==> src/rtl/seg7_scan_driver_pkg.sv <==
// Shared definitions for the seven-segment scan driver: FSM and digit-index
// encodings, segment patterns ([0]=a .. [6]=g, [7]=dp) and small helpers.
package seg7_scan_driver_pkg;

  typedef enum logic {
    ST_IDLE    = 1'b0,
    ST_CONVERT = 1'b1
  } conv_state_t;

  typedef enum logic [1:0] {
    DIG_UNITS    = 2'd0,
    DIG_TENS     = 2'd1,
    DIG_HUNDREDS = 2'd2
  } digit_idx_t;

  localparam logic [0:7] SEG_0     = 8'b1111_1100;
  localparam logic [0:7] SEG_1     = 8'b0110_0000;
  localparam logic [0:7] SEG_2     = 8'b1101_1010;
  localparam logic [0:7] SEG_3     = 8'b1111_0010;
  localparam logic [0:7] SEG_4     = 8'b0110_0110;
  localparam logic [0:7] SEG_5     = 8'b1011_0110;
  localparam logic [0:7] SEG_6     = 8'b1011_1110;
  localparam logic [0:7] SEG_7     = 8'b1110_0000;
  localparam logic [0:7] SEG_8     = 8'b1111_1110;
  localparam logic [0:7] SEG_9     = 8'b1111_0110;
  localparam logic [0:7] SEG_BLANK = 8'b0000_0000;

  function automatic logic [0:7] seg_encode(input logic [3:0] digit);
    logic [0:7] seg;
    case (digit)
      4'd0:    seg = SEG_0;
      4'd1:    seg = SEG_1;
      4'd2:    seg = SEG_2;
      4'd3:    seg = SEG_3;
      4'd4:    seg = SEG_4;
      4'd5:    seg = SEG_5;
      4'd6:    seg = SEG_6;
      4'd7:    seg = SEG_7;
      4'd8:    seg = SEG_8;
      4'd9:    seg = SEG_9;
      default: seg = SEG_BLANK;
    endcase
    return seg;
  endfunction

  function automatic logic [3:0] add3_if_ge5(input logic [3:0] nib);
    return (nib >= 4'd5) ? nib + 4'd3 : nib;
  endfunction

endpackage

==> src/rtl/seg7_scan_driver_bin2bcd_seq.sv <==
// Handshaked sequential binary-to-BCD converter (shift-add-3, one bit per clock).
// bcd is meaningful only while bcd_load is high; the consumer latches it then.
module bin2bcd_seq
  import seg7_scan_driver_pkg::*;
(
  input  logic        clk,
  input  logic        reset_n,
  input  logic [7:0]  number8bits,
  input  logic        num_valid,
  output logic        num_ready,
  output logic        busy,
  output logic [11:0] bcd,
  output logic        bcd_load
);

  conv_state_t r_state, w_state_nxt;
  logic [19:0] r_shift, w_shift_nxt;
  logic [19:0] w_adj, w_shifted;
  logic [2:0]  r_iter, w_iter_nxt;
  logic        r_out_of_rst;

  assign w_adj     = {add3_if_ge5(r_shift[19:16]), add3_if_ge5(r_shift[15:12]),
                      add3_if_ge5(r_shift[11:8]), r_shift[7:0]};
  assign w_shifted = w_adj << 1;

  // Ready stays low through the first edge after reset is released.
  assign num_ready = (r_state == ST_IDLE) && r_out_of_rst;
  assign busy      = (r_state == ST_CONVERT);
  assign bcd       = w_shifted[19:8];

  always_comb begin
    w_state_nxt = r_state;
    w_shift_nxt = r_shift;
    w_iter_nxt  = r_iter;
    bcd_load    = 1'b0;
    case (r_state)
      ST_IDLE: begin
        if (num_valid && num_ready) begin
          w_shift_nxt = {12'b0, number8bits};
          w_iter_nxt  = '0;
          w_state_nxt = ST_CONVERT;
        end
      end
      ST_CONVERT: begin
        w_shift_nxt = w_shifted;
        w_iter_nxt  = r_iter + 3'd1;
        if (r_iter == 3'd7) begin
          bcd_load    = 1'b1;
          w_state_nxt = ST_IDLE;
        end
      end
      default: w_state_nxt = ST_IDLE;
    endcase
  end

  always_ff @(posedge clk) begin
    if (!reset_n) begin
      r_state      <= ST_IDLE;
      r_shift      <= '0;
      r_iter       <= '0;
      r_out_of_rst <= 1'b0;
    end else begin
      r_state      <= w_state_nxt;
      r_shift      <= w_shift_nxt;
      r_iter       <= w_iter_nxt;
      r_out_of_rst <= 1'b1;
    end
  end

endmodule

==> src/rtl/seg7_scan_driver.sv <==
// Converts an 8-bit value to three BCD digits and time-multiplexes them onto
// one segment bus with leading-zero blanking and optional active-low outputs.
module seg7_scan_driver
  import seg7_scan_driver_pkg::*;
#(
  parameter int unsigned SCAN_DIV   = 1000,
  parameter bit          ACTIVE_LOW = 1'b0
) (
  input  logic       clk,
  input  logic       reset_n,
  input  logic [7:0] number8bits,
  input  logic       num_valid,
  output logic       num_ready,
  output logic       busy,
  output logic [0:7] display,
  output logic [2:0] digit_en
);

  localparam int unsigned     CNT_W    = $clog2(SCAN_DIV);
  localparam logic [CNT_W-1:0] CNT_LAST = CNT_W'(SCAN_DIV - 1);
  localparam logic [0:7]      SEG_POL  = {8{ACTIVE_LOW}};
  localparam logic [2:0]      DEN_POL  = {3{ACTIVE_LOW}};

  logic [CNT_W-1:0] r_scan_cnt;
  logic             w_tick;
  digit_idx_t       r_digit_idx, w_digit_nxt;
  logic [11:0]      r_bcd;
  logic [11:0]      w_bcd_new;
  logic             w_bcd_load;
  logic [0:7]       w_seg_nxt;
  logic [2:0]       w_den_nxt;
  logic [0:7]       r_display;
  logic [2:0]       r_digit_en;

  bin2bcd_seq u_conv (
    .clk         (clk),
    .reset_n     (reset_n),
    .number8bits (number8bits),
    .num_valid   (num_valid),
    .num_ready   (num_ready),
    .busy        (busy),
    .bcd         (w_bcd_new),
    .bcd_load    (w_bcd_load)
  );

  assign w_tick   = (r_scan_cnt == CNT_LAST);
  assign display  = r_display;
  assign digit_en = r_digit_en;

  always_comb begin
    w_digit_nxt = DIG_UNITS;
    case (r_digit_idx)
      DIG_UNITS: w_digit_nxt = DIG_TENS;
      DIG_TENS:  w_digit_nxt = DIG_HUNDREDS;
      default:   w_digit_nxt = DIG_UNITS;
    endcase
  end

  // Segment pattern for the digit about to be enabled, with leading-zero blanking.
  always_comb begin
    w_den_nxt = 3'b001;
    w_seg_nxt = SEG_BLANK;
    case (w_digit_nxt)
      DIG_UNITS: begin
        w_den_nxt = 3'b001;
        w_seg_nxt = seg_encode(r_bcd[3:0]);
      end
      DIG_TENS: begin
        w_den_nxt = 3'b010;
        if (r_bcd[11:4] != 8'd0)
          w_seg_nxt = seg_encode(r_bcd[7:4]);
      end
      DIG_HUNDREDS: begin
        w_den_nxt = 3'b100;
        if (r_bcd[11:8] != 4'd0)
          w_seg_nxt = seg_encode(r_bcd[11:8]);
      end
      default: begin
        w_den_nxt = 3'b001;
        w_seg_nxt = SEG_BLANK;
      end
    endcase
  end

  // A tick on the latch edge still samples the old r_bcd, so digits never mix values.
  always_ff @(posedge clk) begin
    if (!reset_n) begin
      r_scan_cnt  <= '0;
      r_digit_idx <= DIG_UNITS;
      r_bcd       <= '0;
      r_display   <= SEG_0 ^ SEG_POL;
      r_digit_en  <= 3'b001 ^ DEN_POL;
    end else begin
      r_scan_cnt <= w_tick ? '0 : r_scan_cnt + 1'b1;
      if (w_bcd_load)
        r_bcd <= w_bcd_new;
      if (w_tick) begin
        r_digit_idx <= w_digit_nxt;
        r_display   <= w_seg_nxt ^ SEG_POL;
        r_digit_en  <= w_den_nxt ^ DEN_POL;
      end
    end
  end

endmodule

==> config.mk <==
export PLATFORM = sky130hd
export DESIGN_NAME = seg7_scan_driver
export DESIGN_NICKNAME = d
export VERILOG_FILES = /design/src/rtl/seg7_scan_driver_pkg.sv /design/src/rtl/seg7_scan_driver_bin2bcd_seq.sv /design/src/rtl/seg7_scan_driver.sv
export SDC_FILE = /design/constraint.sdc
export NUM_CORES = 1
export LEC_CHECK = 0
export CORE_UTILIZATION = 33
export CTS_CLUSTER_SIZE = 8
export DETAILED_ROUTE_END_ITERATION = 10
export MAX_ROUTING_LAYER = met4
export PLACE_DENSITY = 0.56
export SYNTH_ARGS = -nofsm -noshare
export SYNTH_HDL_FRONTEND = slang
export SYNTH_SLANG_ARGS = --single-unit
==> constraint.sdc <==
create_clock -name clk -period 3.5 [get_ports clk]
set_input_delay 0.525 -clock clk [delete_from_list [all_inputs] [get_ports clk]]
set_output_delay 0.525 -clock clk [all_outputs]
set_load 0.005 [all_outputs]
; ---- After elaboration in Yosys (flattened, before gate mapping)
; Memories as Yosys holds them, arrays and structs flattened. A register that Yosys moved wholly into a read port is not among the register bits.
; Cells that the tools add are included.
[word_totals]
register_bits = 60
inputBits = 11
output_inout_bits = 13
n_memories = 3
romBits = 336
elab_cells = 59
[mem_list]
columns = memory, depth, width, read_ports, rd_ports_with_merged_regs, wr, line_no
row1 = (name not given), 16, 7, 1, 1, 0, seg7_scan_driver_pkg.sv:30  ; case (digit)
row2 = (name not given), 16, 7, 1, 1, 0, seg7_scan_driver_pkg.sv:30
row3 = (name not given), 16, 7, 1, 1, 0, seg7_scan_driver_pkg.sv:30
[op_classes]
reduce_logical = 7
eq_ne = 6
bitwise_logic = 2
magnitude_cmp = 3
mux = 24
add_sub_neg = 5
[op_table]
columns = cell, count
row1 = case mux 20 bit (2 select lines), 1
row2 = two-way mux 4 bit, 8
row3 = case mux 8 bit (3 select lines), 1
row4 = two-way mux 20 bit, 1
row5 = two-way mux 8 bit, 2
row6 = >= comparator 4 x 3 -> 1 bit (second input constant), 3
row7 = case mux 3 bit (2 select lines), 2
row8 = adder 10 x 1 -> 10 bit (second input constant), 1
row9 = equality test 10 bit (second input constant), 1
row10 = adder 4 x 2 -> 4 bit (second input constant), 2
row11 = nonzero test 8 bit, 1
row12 = two-way mux 3 bit, 2
row13 = two-way mux 1 bit, 5
row14 = equality test 2 x 1 -> 1 bit (second input constant), 2
row15 = logical NOT 2 bit, 2
row16 = case mux 2 bit (2 select lines), 1
row17 = nonzero test 4 bit, 1
row18 = adder 3 x 1 -> 3 bit (second input constant), 1
row19 = adder 3 x 2 -> 3 bit (second input constant), 1
row20 = equality test 3 bit (second input constant), 1
row21 = equality test 2 bit (second input constant), 1
row22 = logical AND 1 bit, 2
row23 = inequality test 2 bit (second input constant), 1
row24 = NOT 1 bit, 2
row25 = other kinds (2), 2

; ---- Logic depth before layout (Yosys ltp)
[depth]
depth_word = 5
depth_mapped = 12
mapped_depth_nobuf = 11

; ---- Modules after synthesis
; From an unflattened synthesis, not the netlist that was laid out.
[hier_totals]
cells_unflattened = 383
area_unflattened_um2 = 3886.2
[by_module_without_submodules]
columns = mod, area_per_inst_um2, cells_per_inst, n_inst
row1 = seg7_scan_driver, 2508.7, 244, 1
row2 = bin2bcd_seq, 1377.6, 139, 1

; ---- Worst setup path before layout
; OpenSTA, ideal clock, no wires.
[synth_path]
path_type = reg-to-reg
start = register u_conv.r_iter[0]
end = register with a tool-made name
synth_period_minus_slack_ps = 2472
path_stages_with_launch = 12
t_arrival_ps = 2389
path_slack_ps = 1028
cell_sequence = dfxtp_1 ha_1 ha_1 and2_1 buf_4 a31o_2 nor3_2 nand2b_1 inv_2 ha_1 mux2_4 o31ai_4
[synth_lines]
columns = element, line_no
row1 = "start, declared", seg7_scan_driver_bin2bcd_seq.sv:19  ; logic [2:0] r_iter, w_iter_nxt;
row2 = "start signal, assigned", seg7_scan_driver_bin2bcd_seq.sv:65  ; r_iter <= w_iter_nxt;

==> results_dict.tcl <==
set metrics [dict create \
    status "finished with violations" \
    violations "DRC" \
    grt_start_max_net_pins 35 \
    skew_ns 0.00487 \
    vias 3151 \
    syn_avg_cell_area_um2 9.08 \
    hold_slack_ns 0.460 \
    core_area_mm2 0.0116 \
    layout_setup_ws_ns 0.552 \
    cp.required_ns 3.77 \
    core.rowCount 39 \
    cts_sinks 78 \
    wl_met1_um 4120 \
    maxCapViolations 0 \
    grt_first_pass_wirelength_um 14000 \
    power.leakage_nw 1.68 \
    dr.pass1.iters 8 \
    n_fill_cell 1187 \
    diodes 0 \
    synth_largest_area_cell "dfxtp_1" \
    fin_area_mm2 0.00461 \
    post-route-util_pct 39.7 \
    cts_buffers 9 \
    ctsResizeCount 0 \
    area_growth_pct 15.8 \
    finalCritPeriodShare_pct 84.2 \
    end_kind "register" \
    post-place-ws_ns 0.559 \
    ctsHoldBuffers 0 \
    insertion_delay_ns 0.33 \
    synth_warnings 0 \
    cts-root-buf "clkbuf_16" \
    drv_slew 0 \
    synth-async-reset-ratio_pct 0 \
    wl_per_cell_um 13.7 \
    fin_crit_ns 2.95 \
    worst_pin_slew_ns 0.999 \
    antenna_found_initial 0 \
    tritoncts "yes" \
    powerDensity_mw_per_mm2 416 \
    arrival_ns 3.22 \
    dr_wl_met2_um 3740 \
    setup-tns-final_ns 0 \
    hold_depth 1 \
    drive_gt1_share_pct 11.5 \
    finish.net_count 492 \
    die_x_um 112 \
    crit_chain "ha_1, ha_1, and2_1, nor2_1, a311oi_1, inv_1, ha_1, mux2_1, o21ai_1" \
    drcViolationCount 3 \
    clkTransAtPathRegs_ns 0.06 \
    topRoutingLayerUsed "met4" \
    post_cts_buffers 0 \
    initial_utilization_pct 34.3 \
    cp_max_fo 20 \
    fmax_ghz 0.339 \
    dr_wl_met3_um 329 \
    yosysMostFrequentCell "dfxtp_1" \
    holdCritPathClass "reg -> reg" \
    hpwl_um 5920 \
    r2r_slack_ns 0.55 \
    seqCellArea_mm2 0.00156 \
    grt.overflow.total 0 \
    relSlewSlack_pct 33.3 \
    die_area_mm2 0.0125 \
    wirelength_um 8270 \
    via_per_inst 5.23 \
    place_area_mm2 0.00431 \
    ant_nets 0 \
    syn_inst 439 \
    synth_nets 477 \
    grt_setup_unrepaired "false" \
    drtIter0Drc 194 \
    synth_edf_count 0 \
    synthDistinctLibCells 64 \
    yosys.area.top_type_share_pct 39.2 \
    gp_congestion 0.868 \
    slowest_delay_ns 0.65 \
    place.port_buffers 22 \
    ys_ff_latch 78 \
    syn_area_mm2 0.00399 \
    netlist_top_cells_count "78 x dfxtp_1, 46 x nor2_1, 38 x nand2_1, 27 x ha_1, 20 x nand3_1" \
    cp_common_cell "ha_1" \
    htreeDepth 3 \
    ys_top_cells_by_area "dfxtp_1 39%, ha_1 8.5%, nor2_1 4.3%, nand2_1 3.6%, nand3_1 2.5%" \
    die_y_um 112 \
    cp_slowest_cell "and2_1" \
    critPathLaunchType "register" \
    ys.flop_type "dfxtp_1" \
    clockBufferDepth 2 \
    io_pins 24 \
    irDropWorstVdd_v 0.000206 \
    gr-usage-all-layers_pct 14.4 \
    finalHoldViolCount 0 \
    finalSetupViolCount 0 \
    critical_path_class "reg -> reg" \
    yosysSeqAreaShare_pct 39.2 \
    grt_pass1_vias 2936 \
    reg2reg_depth 9 \
    multi_input_area_mm2 0.00223 \
]
final cells by class:
class                           count  area share [%]
Clock buffer                       11            5.26
Tap cell                          143            3.88
Clock inverter                      5            1.27
Multi-Input combinational cell    316            48.3
Inverter                           21            1.71
Timing Repair Buffer               28            5.75
Sequential cell                    78            33.8
metal layers:
layer / up-vias / global-route usage, %
met5: - / -
met4: 0 / 3.87
met3: 7 / 4.41
met2: 45 / 22.2
met1: 1491 / 18.1
li1: 1608 / -
final timing paths:
path,startpoint,end
setup / recovery,u_conv.r_iter[0]$_SDFFE_PN0P_,register
hold / removal,r_scan_cnt[0]$_SDFF_PP0_,r_scan_cnt[0]$_SDFF_PP0_
setup reg to reg,u_conv.r_iter[0]$_SDFFE_PN0P_,register
hold reg to reg,r_scan_cnt[0]$_SDFF_PP0_,r_scan_cnt[0]$_SDFF_PP0_
critical path: cells and delay by family, from the launching register on:
kind / cells / cell delay (ns)
AND/OR/NAND/NOR: 2 / 0.78
adder cells (fa/ha/maj): 3 / 0.64
AO/OA/AOI/OAI: 2 / 0.62
flip-flops: 1 / 0.36
multiplexers: 1 / 0.29
buffers and inverters: 1 / 0.19
cells in the final DEF, fill, tap and decap left out, drive strengths merged, types with 7 or more instances in the layout:
master,Yosys,layout
dfxtp,78,78
nor2,46,46
nand2,42,42
ha,27,27
clkdlybuf4s50,0,22
inv,21,21
nand3,20,20
o21ai,20,20
a21oi,19,19
nor3,16,16
a311oi,11,11
clkbuf,11,11
a211oi,8,8
xnor2,8,8
a222oi,7,7
through the flow:
step | std cells | power (mW)
global placement | 586 | 1.01
global route | 602 | 2.00
finish | 602 | 1.92
floorplan | 439 | 0.979
CTS | 602 | 1.95
detailed placement | 586 | 1.01
report_power, final:
group,switching (mW),internal [mW]
registers,0.00979,0.901
clock network,0.356,0.571
logic,0.0478,0.0312
total,0.414,1.50
cells by family (layout without fill, tap and decap cells):
family,Yosys count,after routing,share of synthesized area [%]
AOI/OAI and AO/OA,104,104,20.8
and+or+nand+nor,162,162,21.1
adders and majority gates,27,27,8.47
buffers and inverters,45,65,4.93
DFF,78,78,39.2
other,1,1,0.0941
xor gates and xnor gates,10,10,2.20
muxes,12,12,3.30
Note: power is estimated with default switching activity, not from simulation.
